## config.mk

```make
export PLATFORM = sky130hd
export DESIGN_NAME = composite_sync_gen
export DESIGN_NICKNAME = d
export VERILOG_FILES = /design/src/rtl/composite_sync_gen.sv
export SDC_FILE = /design/constraint.sdc
export NUM_CORES = 1
export LEC_CHECK = 0
export BUFFER_PORTS_ARGS = -buffer_cell sky130_fd_sc_hd__buf_2
export CAP_MARGIN = 20
export CORE_AREA = 2 2 54 106
export CTS_BUF_LIST = sky130_fd_sc_hd__clkbuf_16
export DETAILED_ROUTE_END_ITERATION = 8
export DIE_AREA = 0 0 56 108
export GPL_TIMING_DRIVEN = 1
export PLACE_DENSITY = 0.63
export SLEW_MARGIN = 30
export SYNTH_ARGS = -nofsm -noshare
export SYNTH_HDL_FRONTEND = slang
export SYNTH_SLANG_ARGS = --single-unit
```

## constraint.sdc

```tcl
create_clock -name clk -period 3 [get_ports clk]
set_input_delay 0.15 -clock clk [delete_from_list [all_inputs] [get_ports clk]]
set_output_delay 0.15 -clock clk [all_outputs]
set_load 0.01 [all_outputs]
```

## src/rtl/composite_sync_gen.sv

```systemverilog
// Composite-video timing generator: pixel-rate divider, x/y/field counters,
// active-low composite sync with equalising and serrated broad pulses, and a
// registered active-video flag. Optional 2:1 interlace.
module composite_sync_gen #(
  parameter int CLK_DIV     = 5,
  parameter int H_TOTAL     = 640,
  parameter int H_ACTIVE    = 490,
  parameter int HSYNC_START = 528,
  parameter int HSYNC_W     = 47,
  parameter int EQ_W        = 23,
  parameter int SERR_W      = 47,
  parameter int V_TOTAL     = 309,
  parameter int V_ACTIVE    = 268,
  parameter int VS_HL       = 536,
  parameter int PRE_EQ      = 4,
  parameter int BROAD       = 5,
  parameter int POST_EQ     = 4,
  parameter int INTERLACE   = 0,
  localparam int XW = $clog2(H_TOTAL),
  localparam int YW = $clog2(V_TOTAL + 1)
) (
  input  logic          clk,
  input  logic          reset,
  output logic          pix_en,
  output logic [XW-1:0] xpos,
  output logic [YW-1:0] ypos,
  output logic          field,
  output logic          active,
  output logic          sync_n,
  output logic          frame_start
);

  localparam int DW     = (CLK_DIV > 1) ? $clog2(CLK_DIV) : 1;
  // Half-line index needs one bit more than 2*ypos+1; the extra bit keeps
  // (hv - VS_HL) wrapping far above the region lengths when hv < VS_HL.
  localparam int HW     = YW + 3;
  localparam int HALF   = H_TOTAL / 2;
  localparam int HS_OFF = HSYNC_START - HALF;

  logic [DW-1:0] div_q, div_d;
  logic [XW-1:0] x_q, x_d;
  logic [YW-1:0] y_q, y_d;
  logic          field_q, field_d;
  logic          active_q, active_d;
  logic          sync_n_q, sync_n_d;
  logic          frame_start_q, frame_start_d;

  logic          x_last, y_last, odd_field;
  logic          half, in_hs, in_eq, in_serr, s;
  logic [XW-1:0] xh;
  logic [HW-1:0] hv, off;

  // Pixel strobe: last divider phase, suppressed while reset is held so that
  // CLK_DIV=1 does not strobe during reset.
  assign pix_en    = (div_q == DW'(CLK_DIV - 1)) && !reset;
  assign odd_field = (INTERLACE != 0) && field_q;

  // Divider and x/y/field counters; frame_start marks the wrap to (0,0).
  always_comb begin
    div_d         = pix_en ? '0 : div_q + 1'b1;
    x_last        = (x_q == XW'(H_TOTAL - 1));
    y_last        = odd_field ? (y_q == YW'(V_TOTAL)) : (y_q == YW'(V_TOTAL - 1));
    x_d           = x_q;
    y_d           = y_q;
    field_d       = field_q;
    frame_start_d = pix_en && x_last && y_last;
    if (pix_en) begin
      x_d = x_last ? '0 : x_q + 1'b1;
      if (x_last) begin
        y_d = y_last ? '0 : y_q + 1'b1;
        if (y_last) field_d = (INTERLACE != 0) ? !field_q : 1'b0;
      end
    end
  end

  // Half-line slot decode and sync term; each slot is judged on its own.
  always_comb begin
    half    = ({1'b0, x_q} >= (XW+1)'(HALF));
    xh      = half ? x_q - XW'(HALF) : x_q;
    hv      = {2'b00, y_q, 1'b0} + HW'(half) + HW'(odd_field);
    off     = hv - HW'(VS_HL);
    // Unsigned window tests: (xh - lo) < width covers lo <= xh < lo+width.
    in_hs   = (xh - XW'(HS_OFF)) < XW'(HSYNC_W);
    in_eq   = (xh - XW'(HS_OFF)) < XW'(EQ_W);
    in_serr = (xh - XW'(HS_OFF - SERR_W)) < XW'(SERR_W);
    if (off < HW'(PRE_EQ))                      s = in_eq;
    else if (off < HW'(PRE_EQ + BROAD))         s = !in_serr;
    else if (off < HW'(PRE_EQ + BROAD + POST_EQ)) s = in_eq;
    else                                        s = half && in_hs;
  end

  // Registered video outputs from the current counter state.
  always_comb begin
    active_d = ({1'b0, x_q} < (XW+1)'(H_ACTIVE)) && ({1'b0, y_q} < (YW+1)'(V_ACTIVE));
    sync_n_d = active_d || !s;
  end

  // State register with synchronous reset.
  always_ff @(posedge clk) begin
    if (reset) begin
      div_q         <= '0;
      x_q           <= '0;
      y_q           <= '0;
      field_q       <= 1'b0;
      active_q      <= 1'b0;
      sync_n_q      <= 1'b1;
      frame_start_q <= 1'b0;
    end else begin
      div_q         <= div_d;
      x_q           <= x_d;
      y_q           <= y_d;
      field_q       <= field_d;
      active_q      <= active_d;
      sync_n_q      <= sync_n_d;
      frame_start_q <= frame_start_d;
    end
  end

  assign xpos        = x_q;
  assign ypos        = y_q;
  assign field       = field_q;
  assign active      = active_q;
  assign sync_n      = sync_n_q;
  assign frame_start = frame_start_q;

endmodule

```

* Word level (Yosys, flattened, before mapping) *
Cells that the tools add are included.
W data, S select, Z words.

operators by class
  $add $sub $neg = 8
  $lt $le $gt $ge = 9
  equal/unequal tests = 3
  multiplexer cells = 6
  reduce and logical (&&, ||, !) cells = 11

operators by type and width
  kind                      number
  $lt A12 B4 Y1 const B     2
  $lt A10 B6 Y1 const B     2
  $mux W10                  2
  $sub A10 B8 Y10 const B   2
  $lt A12 B3 Y1 const B     1
  $sub A11 B10 Y12 const B  1
  $add A10 B1 Y11           1
  $add A10 B1 Y10 const B   1
  $eq A10 B10 Y1 const B    1
  $ge A10 B9 Y1 const B     1
  $lt A10 B5 Y1 const B     1
  $lt A10 B9 Y1 const B     1
  $sub A10 B9 Y10 const B   1
  $add A9 B1 Y9 const B     1
  $eq A9 B9 Y1 const B      1
  $lt A9 B9 Y1 const B      1
  $mux W9                   1
  $logic_and A1 B1 Y1       5
  $add A3 B1 Y3 const B     1
  $eq A3 B3 Y1 const B      1
  $logic_not A1 Y1          3
  $mux W1                   3
  $reduce_and A2 Y1         1
  $reduce_or A2 Y1          1
  $logic_or A1 B1 Y1        1

word-level totals
  bits in registers = 25
  input bits = 2
  output and inout port bits = 24
  word-level logic and storage cells = 43

* Longest topological paths before layout *
  word-level depth = 10
  gate-level depth with buffers = 10
  depth with buffers taken out = 8

* Least setup slack after synthesis *
No wires, ideal clock.

  kind = flip-flop to flip-flop
  start = register x_q[7], in the netlist xpos[7]
  end = register sync_n_q, in the netlist sync_n
  setup time = 0.122 ns
  arrival time = 2.159 ns
  required time = 2.878 ns
  slack = 0.719 ns
  stages on the path, launching flop included = 10
  path buffers = 1
  clock period less this slack = 2.281 ns
  cells stage by stage = dfxtp_1 > clkbuf_1 > inv_1 > ha_1 > nor2b_1 > nor2_1 > a32o_1 > a2111oi_2 > o221a_2 > a21oi_1

between the ends
  word-level cells in the longest chain between the ends = 10
  elaborated cells between the ends (all ways) = 22
  those cells by class = add/sub: 5; order compare: 8; mux: 4; reduce/logical: 5

RTL lines
  item                                                                      RTL line  text
  from (decl)                                                               41        logic [XW-1:0] x_q, x_d;
  from (signal assigned)                                                    102       x_q <= '0;
  from (signal assigned)                                                    110       x_q <= x_d;
  parallel branches: the longest is 9 deep, another holds $sub A11 B10 Y12  n/a
  $logic_or A1 B1 Y1 *                                                      95        sync_n_d = active_d || !s;
  to (signal assigned)                                                      114       sync_n_q <= sync_n_d;
  to (decl)                                                                 45        logic sync_n_q, sync_n_d;

Every way passes the cells marked *.
A chain may end at the register's enable or synchronous reset.

* Final worst setup path *
  start = register x_q[6], in the netlist xpos[6]
  end = register sync_n_q, in the netlist sync_n

Same word-level chain as after synthesis.

==> flow_summary.toml <==
[cells_and_area]
final_nets = 267
area_delta_synth_final_pct = 11.2
finalInstanceArea_sq_um = 2070
utilization_pct = 39.9
fillers = 557
n_antenna_cell = 0
drive_gt1_share_pct = 15.4
final_cell_count_no_fill = 305

[drt]
routed_wl_um = 4410
dr.pass1.iters = 4
drtIter0Drc = 54
num_vias = 1657
postRouteAntennaNets = 0
wire_per_inst_um = 14.5
drc = 0
vias_per_cell = 5.43

[die]
die_w_um = 56
io_pins = 26
start_util_pct = 35.9
die_area_sq_um = 6050
die_h_um = 108
floorplan.rows = 37
core_sq_um = 5180

[timing]
hold_viol = 0
min_period_over_period_pct = 83.0
min_period_ns = 2.49
setup_viol = 0
slew_viol_final = 0
tightest_slew_ns = 0.525
whs_ns = 0.268
rsz0062_at_grt = "no"
fin_skew_ns = 0.00267
fin_ws_ns = 0.510
fin_tns_setup_ns = 0
fmax_ghz = 0.402
relSlewSlack_pct = 64.7

[grt]
globalRouteOverflowTotal = 0
grt_pass1_vias = 1594
grt_use_met3_pct = 1.79
antenna_found_initial = 0
grt_use_met2_pct = 29.7
grt-busiest-layer = "met2"
grt_max_degree = 17
use_met1_pct = 15.0
track_usage_pct = 15.0
grt_pass1_wl_um = 7310

[clock_network]
post_cts_buffers = 0
cts_tree = "built"
numCtsBuffers = 3
cts_root_buffer = "clkbuf_16"
clkSinkCount = 25
h-tree-depth = 1
clock_path_buffers = 2
clk_pin_slew_ns = 0.06
clk_latency_ns = 0.26
ctsHoldBuffers = 0
cts_resized = 0

[critical_path]
worstPathRequired_ns = 3.14
cp-end-kind = "flop"
crit_path_cell_trace = "inv_1 -> ha_1 -> nand2_1 -> o32ai_1 -> o21ai_0 -> a2111oi_2 -> o221a_2 -> a21oi_1"
critPathKind = "reg2reg"
cpMaxStageDelayCell = "dfxtp_1"
start_kind = "flop"
r2r_slack_ns = 0.51
worst_ep_arrival_time_ns = 2.63
max_stage_delay_ns = 0.65
worstPathMaxFanout = 15

[synthesis]
synth_area_sq_um = 1860
yosysWarnings = 0
synth_cell_types = 50
ys_ff_latch = 25
ys_seq_area_share_pct = 26.9
synthCells = 232
synth_area_per_cell_sq_um = 8.02
synth-edff-count = 0
synth.net_count = 251
postSynth.asyncResetShare_pct = 0
synth_ff_type = "dfxtp_1"

[pwr]
cellPowerDensity_nw_per_um2 = 320
power_mw = 0.663
p_leak_nw = 0.869
ir_drop_mv = 0.244

[flow_run]
cap_violations = 0

[place]
port_buffers = 24
post_dp_cell_area_sq_um = 1990
hpwl_um = 3460
dpl.cell_count = 301
pre_cts_slack_ns = 0.519
gp_congestion = 0.831

[min_path]
worst_hold_path_type = "in2reg"

[run_status]
outcome = "completed"
## where the power goes
group / internal, mW / switching [mW]
Clock: 0.178 / 0.114
Sequential: 0.337 / 0.00423
Combinational: 0.0110 / 0.0195
## placed cells by master (no fill, tap or decap), types with 2 or more instances in the layout
master and instances:
xnor2_1 11, or2_2 2, buf_2 24, nor4bb_1 2, nor2b_1 2, nand2_1 17, clkbuf_16 3, nand2b_1 3
nor4_4 2, ha_1 17, nand4_1 4, a31oi_1 2, inv_1 17, a21oi_1 9, dfxtp_1 25, nor3b_1 4
nor3_1 10, xor2_1 9, o211ai_1 4, o21ai_0 8, nand3_1 10, nor4_1 4, and3b_1 3, and3_1 4
a2111oi_2 2, nor2_1 27
## layer usage
layer / up-vias / wire length, um / part of all wire [%]
met1: 768 / 1660 / 38
met5: - / 0 / 0
met2: 38 / 2460 / 56
met3: 12 / 128 / 2.9
met4: 0 / 168 / 3.8
li1: 839 / - / -
## Yosys cell counts, drive strengths merged, types with 2 or more instances
cell,n,share of area [%]
clkbuf,5,1.0
and3b,3,1.4
nand2b,3,1.0
a2111oi,2,1.6
ha,17,11
nand2,17,3.4
mux2,2,1.4
buf,9,2.8
nand3,10,2.7
inv,16,3.2
nand4,4,1.3
or2,2,0.67
nor3b,4,1.6
dfxtp,25,27
a21oi,9,2.4
xnor2,11,5.2
o211ai,4,1.6
nor3,10,2.7
and3,4,1.3
nor4,6,3.6
nor2b,2,0.67
xor2,9,4.2
o21ai,8,2.2
a31oi,2,0.67
nor4bb,2,1.1
nor2,27,5.4
## worst paths after layout
kind | startpoint | end | cells after the start
max | xpos[6] | sync_n | 8
max reg2reg | xpos[6] | sync_n | 8
min | reset | div_q[2] | 2
min reg2reg | div_q[0] | div_q[0] | 1
## final cells by class
cell class              instances  area (sq um)  share of cell area, %
clock buffers                   3          75.1                   3.63
clock inverters                 1          3.75                  0.181
inverters                      16          60.1                   2.90
multi-input cells             177          1230                   59.5
flip-flops and latches         25           500                   24.2
well taps                      58          72.6                   3.50
repair buffers                 25           128                   6.16
## logic make-up after synthesis
family / share of synthesized area, %
muxes: 1.41
buffers and inverters: 6.99
and+or+nand+nor: 29.4
AOI/OAI and AO/OA: 14.3
DFF: 26.9
adders and majority gates: 11.4
other: 0.201
xor gates and xnor gates: 9.41
## registers in the layout, indices dropped and copies added (netlist names)
name / flops
div_q: 3
xpos: 10
ypos: 9
frame_start: 1
active: 1
sync_n: 1
## worst max-delay path: cells and delay by family (launching register included)
| family | cells | cell delay, ns |
|---|---|---|
| AOI/OAI and AO/OA | 5 | 1.16 |
| adders and majority gates | 1 | 0.37 |
| and+or+nand+nor | 1 | 0.07 |
| buffers and inverters | 1 | 0.12 |
| DFF | 1 | 0.65 |
No activity file was read; power rests on OpenSTA's default activity.
